`config.mk`:
```
export PLATFORM = sky130hd
export DESIGN_NAME = data_mem_arbiter
export DESIGN_NICKNAME = d
export VERILOG_FILES = /design/src/rtl/data_mem_arbiter.sv
export SDC_FILE = /design/constraint.sdc
export NUM_CORES = 1
export LEC_CHECK = 0
export ABC_CLOCK_PERIOD_IN_PS = 1800
export BUFFER_PORTS_ARGS = -buffer_cell sky130_fd_sc_hd__buf_4
export CAP_MARGIN = 20
export CORE_AREA = 10 10 110 63
export DETAILED_ROUTE_END_ITERATION = 10
export DIE_AREA = 0 0 120 73
export GPL_ROUTABILITY_DRIVEN = 1
export PLACE_DENSITY = 0.71
export SLEW_MARGIN = 20
export SYNTH_ARGS = -nofsm -noshare
export SYNTH_HDL_FRONTEND = slang
export SYNTH_SLANG_ARGS = --single-unit
```
`constraint.sdc`:
```
create_clock -name clk -period 1.8 [get_ports clk]
set_input_delay 0 -clock clk [delete_from_list [all_inputs] [get_ports clk]]
set_output_delay 0 -clock clk [all_outputs]
set_load 0.03 [all_outputs]
```
`src/rtl/data_mem_arbiter.sv`:
```
// -----------------------------------------------------------------------------
// data_mem_arbiter
//
// Lets two requesters share one synchronous single-port data memory.
//   - Port A is the CPU load/store unit.
//   - Port B is the operand loader or debug port.
// Arbitration is round-robin, with a req/ack handshake and one transaction in
// flight at a time.
//
// Each transaction walks IDLE -> ISSUE -> WAIT -> DONE -> IDLE. Every non-IDLE
// state lasts one cycle. Every output comes straight from a flop, so there is
// no combinational path from any input to any output.
//
// Ports
//   clk, rst                 clock, asynchronous active-high reset
//   req_x / we_x / addr_x /  request side of port A and port B; hold req_x
//   wdata_x                  until ack_x
//   ack_x                    one-cycle completion pulse per port
//   rdata                    read data, valid in the ack cycle of a read
//   busy                     high whenever the FSM is not IDLE
//   mem_en, mem_we,          memory strobe, write enable, address and write
//   mem_addr, mem_wdata      data, all asserted in the ISSUE cycle
//   mem_rdata                memory read data, valid one cycle after a read
// -----------------------------------------------------------------------------
module data_mem_arbiter #(
    parameter int DATA_ADDR_WIDTH = 4,
    parameter int Data_WIDTH      = 16
) (
    input  logic                       clk,
    input  logic                       rst,
    input  logic                       req_a,
    input  logic                       we_a,
    input  logic [DATA_ADDR_WIDTH-1:0] addr_a,
    input  logic [Data_WIDTH-1:0]      wdata_a,
    output logic                       ack_a,
    input  logic                       req_b,
    input  logic                       we_b,
    input  logic [DATA_ADDR_WIDTH-1:0] addr_b,
    input  logic [Data_WIDTH-1:0]      wdata_b,
    output logic                       ack_b,
    output logic [Data_WIDTH-1:0]      rdata,
    output logic                       busy,
    output logic                       mem_en,
    output logic                       mem_we,
    output logic [DATA_ADDR_WIDTH-1:0] mem_addr,
    output logic [Data_WIDTH-1:0]      mem_wdata,
    input  logic [Data_WIDTH-1:0]      mem_rdata
);

    typedef enum logic [1:0] {
        ST_IDLE  = 2'd0,
        ST_ISSUE = 2'd1,
        ST_WAIT  = 2'd2,
        ST_DONE  = 2'd3
    } state_t;

    state_t                     state_q, state_d;
    logic                       last_grant_b_q, last_grant_b_d;
    logic                       grant_b_q, grant_b_d;
    logic                       we_q, we_d;
    logic [DATA_ADDR_WIDTH-1:0] addr_q, addr_d;
    logic [Data_WIDTH-1:0]      wdata_q, wdata_d;
    logic [Data_WIDTH-1:0]      rdata_q, rdata_d;
    logic                       ack_a_q, ack_a_d;
    logic                       ack_b_q, ack_b_d;
    logic                       busy_q, busy_d;
    logic                       mem_en_q, mem_en_d;
    logic                       mem_we_q, mem_we_d;

    // Port B wins if it requests alone. On a tie it wins only when A was
    // served last. This gives strict alternation under continuous contention.
    logic pick_b;
    assign pick_b = req_b && (!req_a || !last_grant_b_q);

    always_comb begin
        state_d        = state_q;
        last_grant_b_d = last_grant_b_q;
        grant_b_d      = grant_b_q;
        we_d           = we_q;
        addr_d         = addr_q;
        wdata_d        = wdata_q;
        rdata_d        = rdata_q;

        case (state_q)
            ST_IDLE: begin
                if (req_a || req_b) begin
                    // Latch the winner's command now. Later changes on its
                    // inputs cannot disturb the transaction in flight.
                    grant_b_d      = pick_b;
                    last_grant_b_d = pick_b;
                    we_d           = pick_b ? we_b    : we_a;
                    addr_d         = pick_b ? addr_b  : addr_a;
                    wdata_d        = pick_b ? wdata_b : wdata_a;
                    state_d        = ST_ISSUE;
                end
            end
            ST_ISSUE: state_d = ST_WAIT;
            ST_WAIT: begin
                if (!we_q) begin
                    rdata_d = mem_rdata;
                end
                state_d = ST_DONE;
            end
            ST_DONE:  state_d = ST_IDLE;
            default:  state_d = ST_IDLE;
        endcase

        // The outputs are decoded from the next state. After the clock edge
        // they therefore line up with the state they describe.
        busy_d   = (state_d != ST_IDLE);
        mem_en_d = (state_d == ST_ISSUE);
        mem_we_d = (state_d == ST_ISSUE) && we_d;
        ack_a_d  = (state_d == ST_DONE) && !grant_b_d;
        ack_b_d  = (state_d == ST_DONE) && grant_b_d;
    end

    always_ff @(posedge clk or posedge rst) begin
        if (rst) begin
            state_q        <= ST_IDLE;
            last_grant_b_q <= 1'b1;    // B counts as served last, so A wins the first tie
            grant_b_q      <= 1'b0;
            we_q           <= 1'b0;
            addr_q         <= '0;
            wdata_q        <= '0;
            rdata_q        <= '0;
            ack_a_q        <= 1'b0;
            ack_b_q        <= 1'b0;
            busy_q         <= 1'b0;
            mem_en_q       <= 1'b0;
            mem_we_q       <= 1'b0;
        end else begin
            state_q        <= state_d;
            last_grant_b_q <= last_grant_b_d;
            grant_b_q      <= grant_b_d;
            we_q           <= we_d;
            addr_q         <= addr_d;
            wdata_q        <= wdata_d;
            rdata_q        <= rdata_d;
            ack_a_q        <= ack_a_d;
            ack_b_q        <= ack_b_d;
            busy_q         <= busy_d;
            mem_en_q       <= mem_en_d;
            mem_we_q       <= mem_we_d;
        end
    end

    // The latched command registers drive the memory address and data pins.
    assign mem_addr  = addr_q;
    assign mem_wdata = wdata_q;
    assign mem_en    = mem_en_q;
    assign mem_we    = mem_we_q;
    assign rdata     = rdata_q;
    assign ack_a     = ack_a_q;
    assign ack_b     = ack_b_q;
    assign busy      = busy_q;

endmodule
```
# Word-level counts from Yosys, hierarchy flattened
# Index checks and enable logic that the tools add are counted.
# totals
mem_count	0
mem_bits_ro	0
latchBits	0
regBits	46
ram_bits	0
elab_cells	40
# op_classes
addsub	0
shift	0
mux	9
reduce_logical	13
bitwise	1
multipliers	0
eq_ne	5
div	0
magnitude_cmp	0
# op_table
cell	n
$mux W16	1
$pmux W2 S4	1
$eq A2 B2 Y1 const B	3
$mux W1	5
$eq A2 B1 Y1 const B	2
$logic_and A1 B1 Y1	4
$mux W4	1
$reduce_and A2 Y1	2
$logic_not A1 Y1	3
$logic_not A2 Y1	1
$logic_or A1 B1 Y1	2
$mux W2	1
$reduce_bool A2 Y1	1
$not A1 Y1	1

# Logic depth before layout (Yosys ltp)
# depth
depth_word	7
ltp_mapped	6
mapped_depth_nobuf	5

# Worst setup path before layout
# No wires, ideal clock.
# synth_timing
path_type	flip-flop to flip-flop
startpoint	reg state_q[0]
endpoint	reg rdata_q[0], in the netlist rdata[0]
path_stages_with_launch	7
n_path_buf	2
path_slack_ns	0.276
required_ns	1.675
t_arrival_ns	1.399
cell_sequence	dfrtp_1 -> inv_1 -> ha_1 -> nor2b_1 -> buf_2 -> buf_4 -> mux2_2
# synth_between
elab_chain_len	2
# synth_rtl
item	line	source
from (decl)	57	state_t state_q, state_d;
from (signal assigned)	132	state_q <= state_d;
$eq A2 B2 Y1	84	case (state_q)
$reduce_and A2 Y1 (no source line)	--	
to (signal assigned)	138	rdata_q <= rdata_d;
to (decl)	63	logic [Data_WIDTH-1:0] rdata_q, rdata_d;
# Every way passes these cells.
# A chain may end at the register's enable or synchronous reset.

# Worst setup path in the final report
# layout_timing
startpoint	reg state_q[0]
endpoint	reg busy_q, in the netlist busy
# layout_between
elab_chain_len	3
# layout_rtl
item	line	source
$eq A2 B2 Y1, or another cell as far along	84	
$pmux W2 S4 (*)	84	
$reduce_bool A2 Y1 (*)	110	busy_d = (state_d != ST_IDLE);
net busy_d	66	logic busy_q, busy_d;
to (signal assigned)	141	busy_q <= busy_d;
to (decl)	66	
# The timed path passes the listed nets; every way through them passes the cells marked *.

==> flow_metrics.env <==
export IMPL_outcome="finished, final reports clean"
export IMPL_setup_violations=0
export IMPL_yosysWarnings=0
export IMPL_seqPwrFrac=0.323
export IMPL_post_route_min_period_ps=1621
export IMPL_holdCritPathClass="input port to register"
export IMPL_postSynthAreaPerCell_um2=10.71
export IMPL_worst_slack_ps=178.8
export IMPL_fillers=400
export IMPL_routabilityCongestion=0.8482
export IMPL_antenna_cells=0
export IMPL_slew_headroom=0.6123
export IMPL_core_mm2=0.005159
export IMPL_crit_chain="inv_1 > ha_1 > or4b_1 > o21ai_2 > nand2b_1"
export IMPL_stdcell_area_mm2=0.003437
export IMPL_multi_input_area_um2=720.7
export IMPL_post_cts_resized=0
export IMPL_grt_pass1_vias=2038
export IMPL_port_buffer_count=102
export IMPL_clock_sinks=46
export IMPL_grt_busiest_layer="met2"
export IMPL_viasPerCell=4.571
export IMPL_fin_skew_ps=4.338
export IMPL_insertion_delay_ps=290
export IMPL_track_usage=0.1492
export IMPL_syn2layout_area_growth_pct=77.34
export IMPL_post_drt_wl_per_cell_um=15.98
export IMPL_grt_overflow=0
export IMPL_drive_gt1_frac=0.4147
export IMPL_cp_slowest_cell="or4b_1"
export IMPL_grt_pass1_wl_um=10720
export IMPL_clk_pin_slew_ps=90
export IMPL_dp_cells=354
export IMPL_fin_nets=404
export IMPL_power_density_mw_per_mm2=1682
export IMPL_tritoncts="done"
export IMPL_stdcell_count=413
export IMPL_fin_crit_sh=0.9006
export IMPL_tightest_slew_ps=581.6
export IMPL_drc=0
export IMPL_layout_common_cells="buf_4 (109), dlygate4sd3_1 (51), dfrtp_1 (45)"
export IMPL_routed_wl_um=6599
export IMPL_syn_cell_area_mm2=0.001938
export IMPL_place_hpwl_um=4528
export IMPL_ys_seq_area_frac=0.5946
export IMPL_worst_path_max_fanout=8
export IMPL_layout_commonest_cell="buf_4"
export IMPL_cp_arrival_ps=1800
export IMPL_drv_cap=0
export IMPL_cp_buffers_inverters=1
export IMPL_syn_nets=246
export IMPL_setup_tns_ps=0
export IMPL_initial_core_util=0.3757
export IMPL_final_seq_area_mm2=0.001152
export IMPL_slowest_delay_ps=480
export IMPL_place_area_mm2=0.002818
export IMPL_grtUsageMet3=0.05405
export IMPL_sw_frac_of_total=0.4305
export IMPL_end_kind="register"
export IMPL_cts_root_buf="clkbuf_8"
export IMPL_first_iter_violations=72
export IMPL_rows=19
export IMPL_peakVddDrop_mv=0.8824
export IMPL_grt_max_degree=47
export IMPL_dieArea_mm2=0.008760
export IMPL_syn_instance_count=181
export IMPL_path_delay_family="simple AND/OR/NAND/NOR gates"
export IMPL_clock_power_share=0.130
export IMPL_p_int_w=0.003293
export IMPL_holdWs_ps=17.92
export IMPL_dr_pass1_iters=4
export IMPL_antenna_found_initial=0
export IMPL_worstPathRequired_ps=1980
export IMPL_fmaxAchievable_mhz=616.8
export IMPL_route_vias_total=1888
export IMPL_rsz0062_at_grt="false"
export IMPL_grt_util_met2=0.2342
export IMPL_hold_violations=0
export IMPL_use_met1=0.1948
export IMPL_ys_types=22
export IMPL_h_tree_depth=2
export IMPL_netSwitchingPower_w=0.002489
export IMPL_drv_slew=0
export IMPL_dieHeight_um=73
export IMPL_pre_cts_ws_ps=189.9
export IMPL_p_leak_nw=1.650
export IMPL_yosys_register_bits=46
export IMPL_comb_power_share=0.547
export IMPL_drtAntennaViolNets=0
export IMPL_cts_buffers=5
export IMPL_clockBufferDepth=2
export IMPL_start_kind="register"
export IMPL_crit_type="register to register"
export IMPL_chipWidth_um=120
export IMPL_io_pins=103
-- per-stage QoR --
stage            util  power (W)
2_1_floorplan       -   0.003753
3_3_place_gp   0.5462   0.004914
3_5_place_dp   0.5462   0.004973
4_1_cts        0.6663   0.005837
5_1_grt        0.6663   0.006168
6_report       0.6663   0.005782
-- sequential cells by signal, summed over array words and instances (netlist names) --
register,flops
ack_a,1
busy,1
mem_addr,4
mem_we,1
mem_en,1
last_grant_b_q,1
ack_b,1
grant_b_q,1
mem_wdata,16
rdata,16
state_q,2
we_q,1
-- layout make-up --
| type | count | share of cell area |
|---|---|---|
| clock buffers | 5 | 0.02002 |
| well taps | 73 | 0.02657 |
| inverters | 4 | 0.004368 |
| clock inverters | 3 | 0.01165 |
| flip-flops and latches | 46 | 0.3353 |
| repair buffers | 161 | 0.3924 |
| multi-input cells | 121 | 0.2097 |
-- kinds of logic after synthesis --
group | after synthesis | share of synthesized area
adders and majority gates | 3 | 0.01937
muxes | 16 | 0.09296
DFF | 46 | 0.5946
and+or+nand+nor | 52 | 0.1130
buffers and inverters | 14 | 0.03744
AOI/OAI and AO/OA | 50 | 0.1427
-- power by group through the flow --
stage	clock, W	combinational, W	sequential [W]
after floorplan	0	0.00102	0.00273
after global routing	0.000816	0.00342	0.00193
after global placement	0	0.00306	0.00185
after CTS	0.000780	0.00320	0.00186
after detailed placement	0	0.00310	0.00187
final	0.000751	0.00316	0.00187
-- Yosys cell counts --
cell / instances / area (µm²)
o21a_1: 1 / 7.510
dfstp_2: 1 / 26.28
nor4_1: 1 / 6.260
dfrtp_1: 45 / 1126
o21ai_2: 1 / 8.760
a21bo_2: 1 / 10.01
inv_1: 4 / 15.01
nor2b_1: 2 / 12.51
a21oi_1: 42 / 210.2
or4b_1: 1 / 10.01
mux2_2: 16 / 180.2
buf_4: 3 / 22.52
buf_2: 7 / 35.03
a221oi_2: 1 / 15.01
o21ai_1: 1 / 5.000
a21boi_1: 1 / 7.510
a31oi_1: 2 / 12.51
and2_1: 2 / 12.51
nor2_1: 23 / 86.33
nand2b_1: 2 / 12.51
nand2_1: 21 / 78.83
ha_1: 3 / 37.54
-- worst reg2reg max path: cells and delay by family, from the launching register on --
kind,cells,cell delay [ps]
DFF,1,390
adders and majority gates,1,330
and+or+nand+nor,2,570
buffers and inverters,1,110
AOI/OAI and AO/OA,1,110
-- per-layer routing --
metal,routed length [µm],vias up
met3,509,7
met1,3082,881
met2,2968,77
met4,39,0
li1,-,923
met5,0,-
-- worst paths after layout --
kind	from	end	slack [ps]	cells after the start
min in group asynchronous	rst	rdata[10]$_DFFE_PP0P_	410	4
worst max-delay path	state_q[0]$_DFF_PP0_	busy$_DFF_PP0_	180	5
worst min-delay path	wdata_b[8]	mem_wdata[8]$_DFFE_PP0P_	20	3
max in group asynchronous	rst	ack_b$_DFF_PP0_	990	4
worst max register to register	state_q[0]$_DFF_PP0_	busy$_DFF_PP0_	180	5
worst min register to register	rdata[3]$_DFFE_PP0P_	rdata[3]$_DFFE_PP0P_	510	1
-- repair_timing --
action | in CTS | in global routing
hold buffers | 51 | 0
buffers inserted | 0 | 0
endpoints found under the hold margin | 84 | 0
Note: power is estimated with default switching activity, not from simulation.
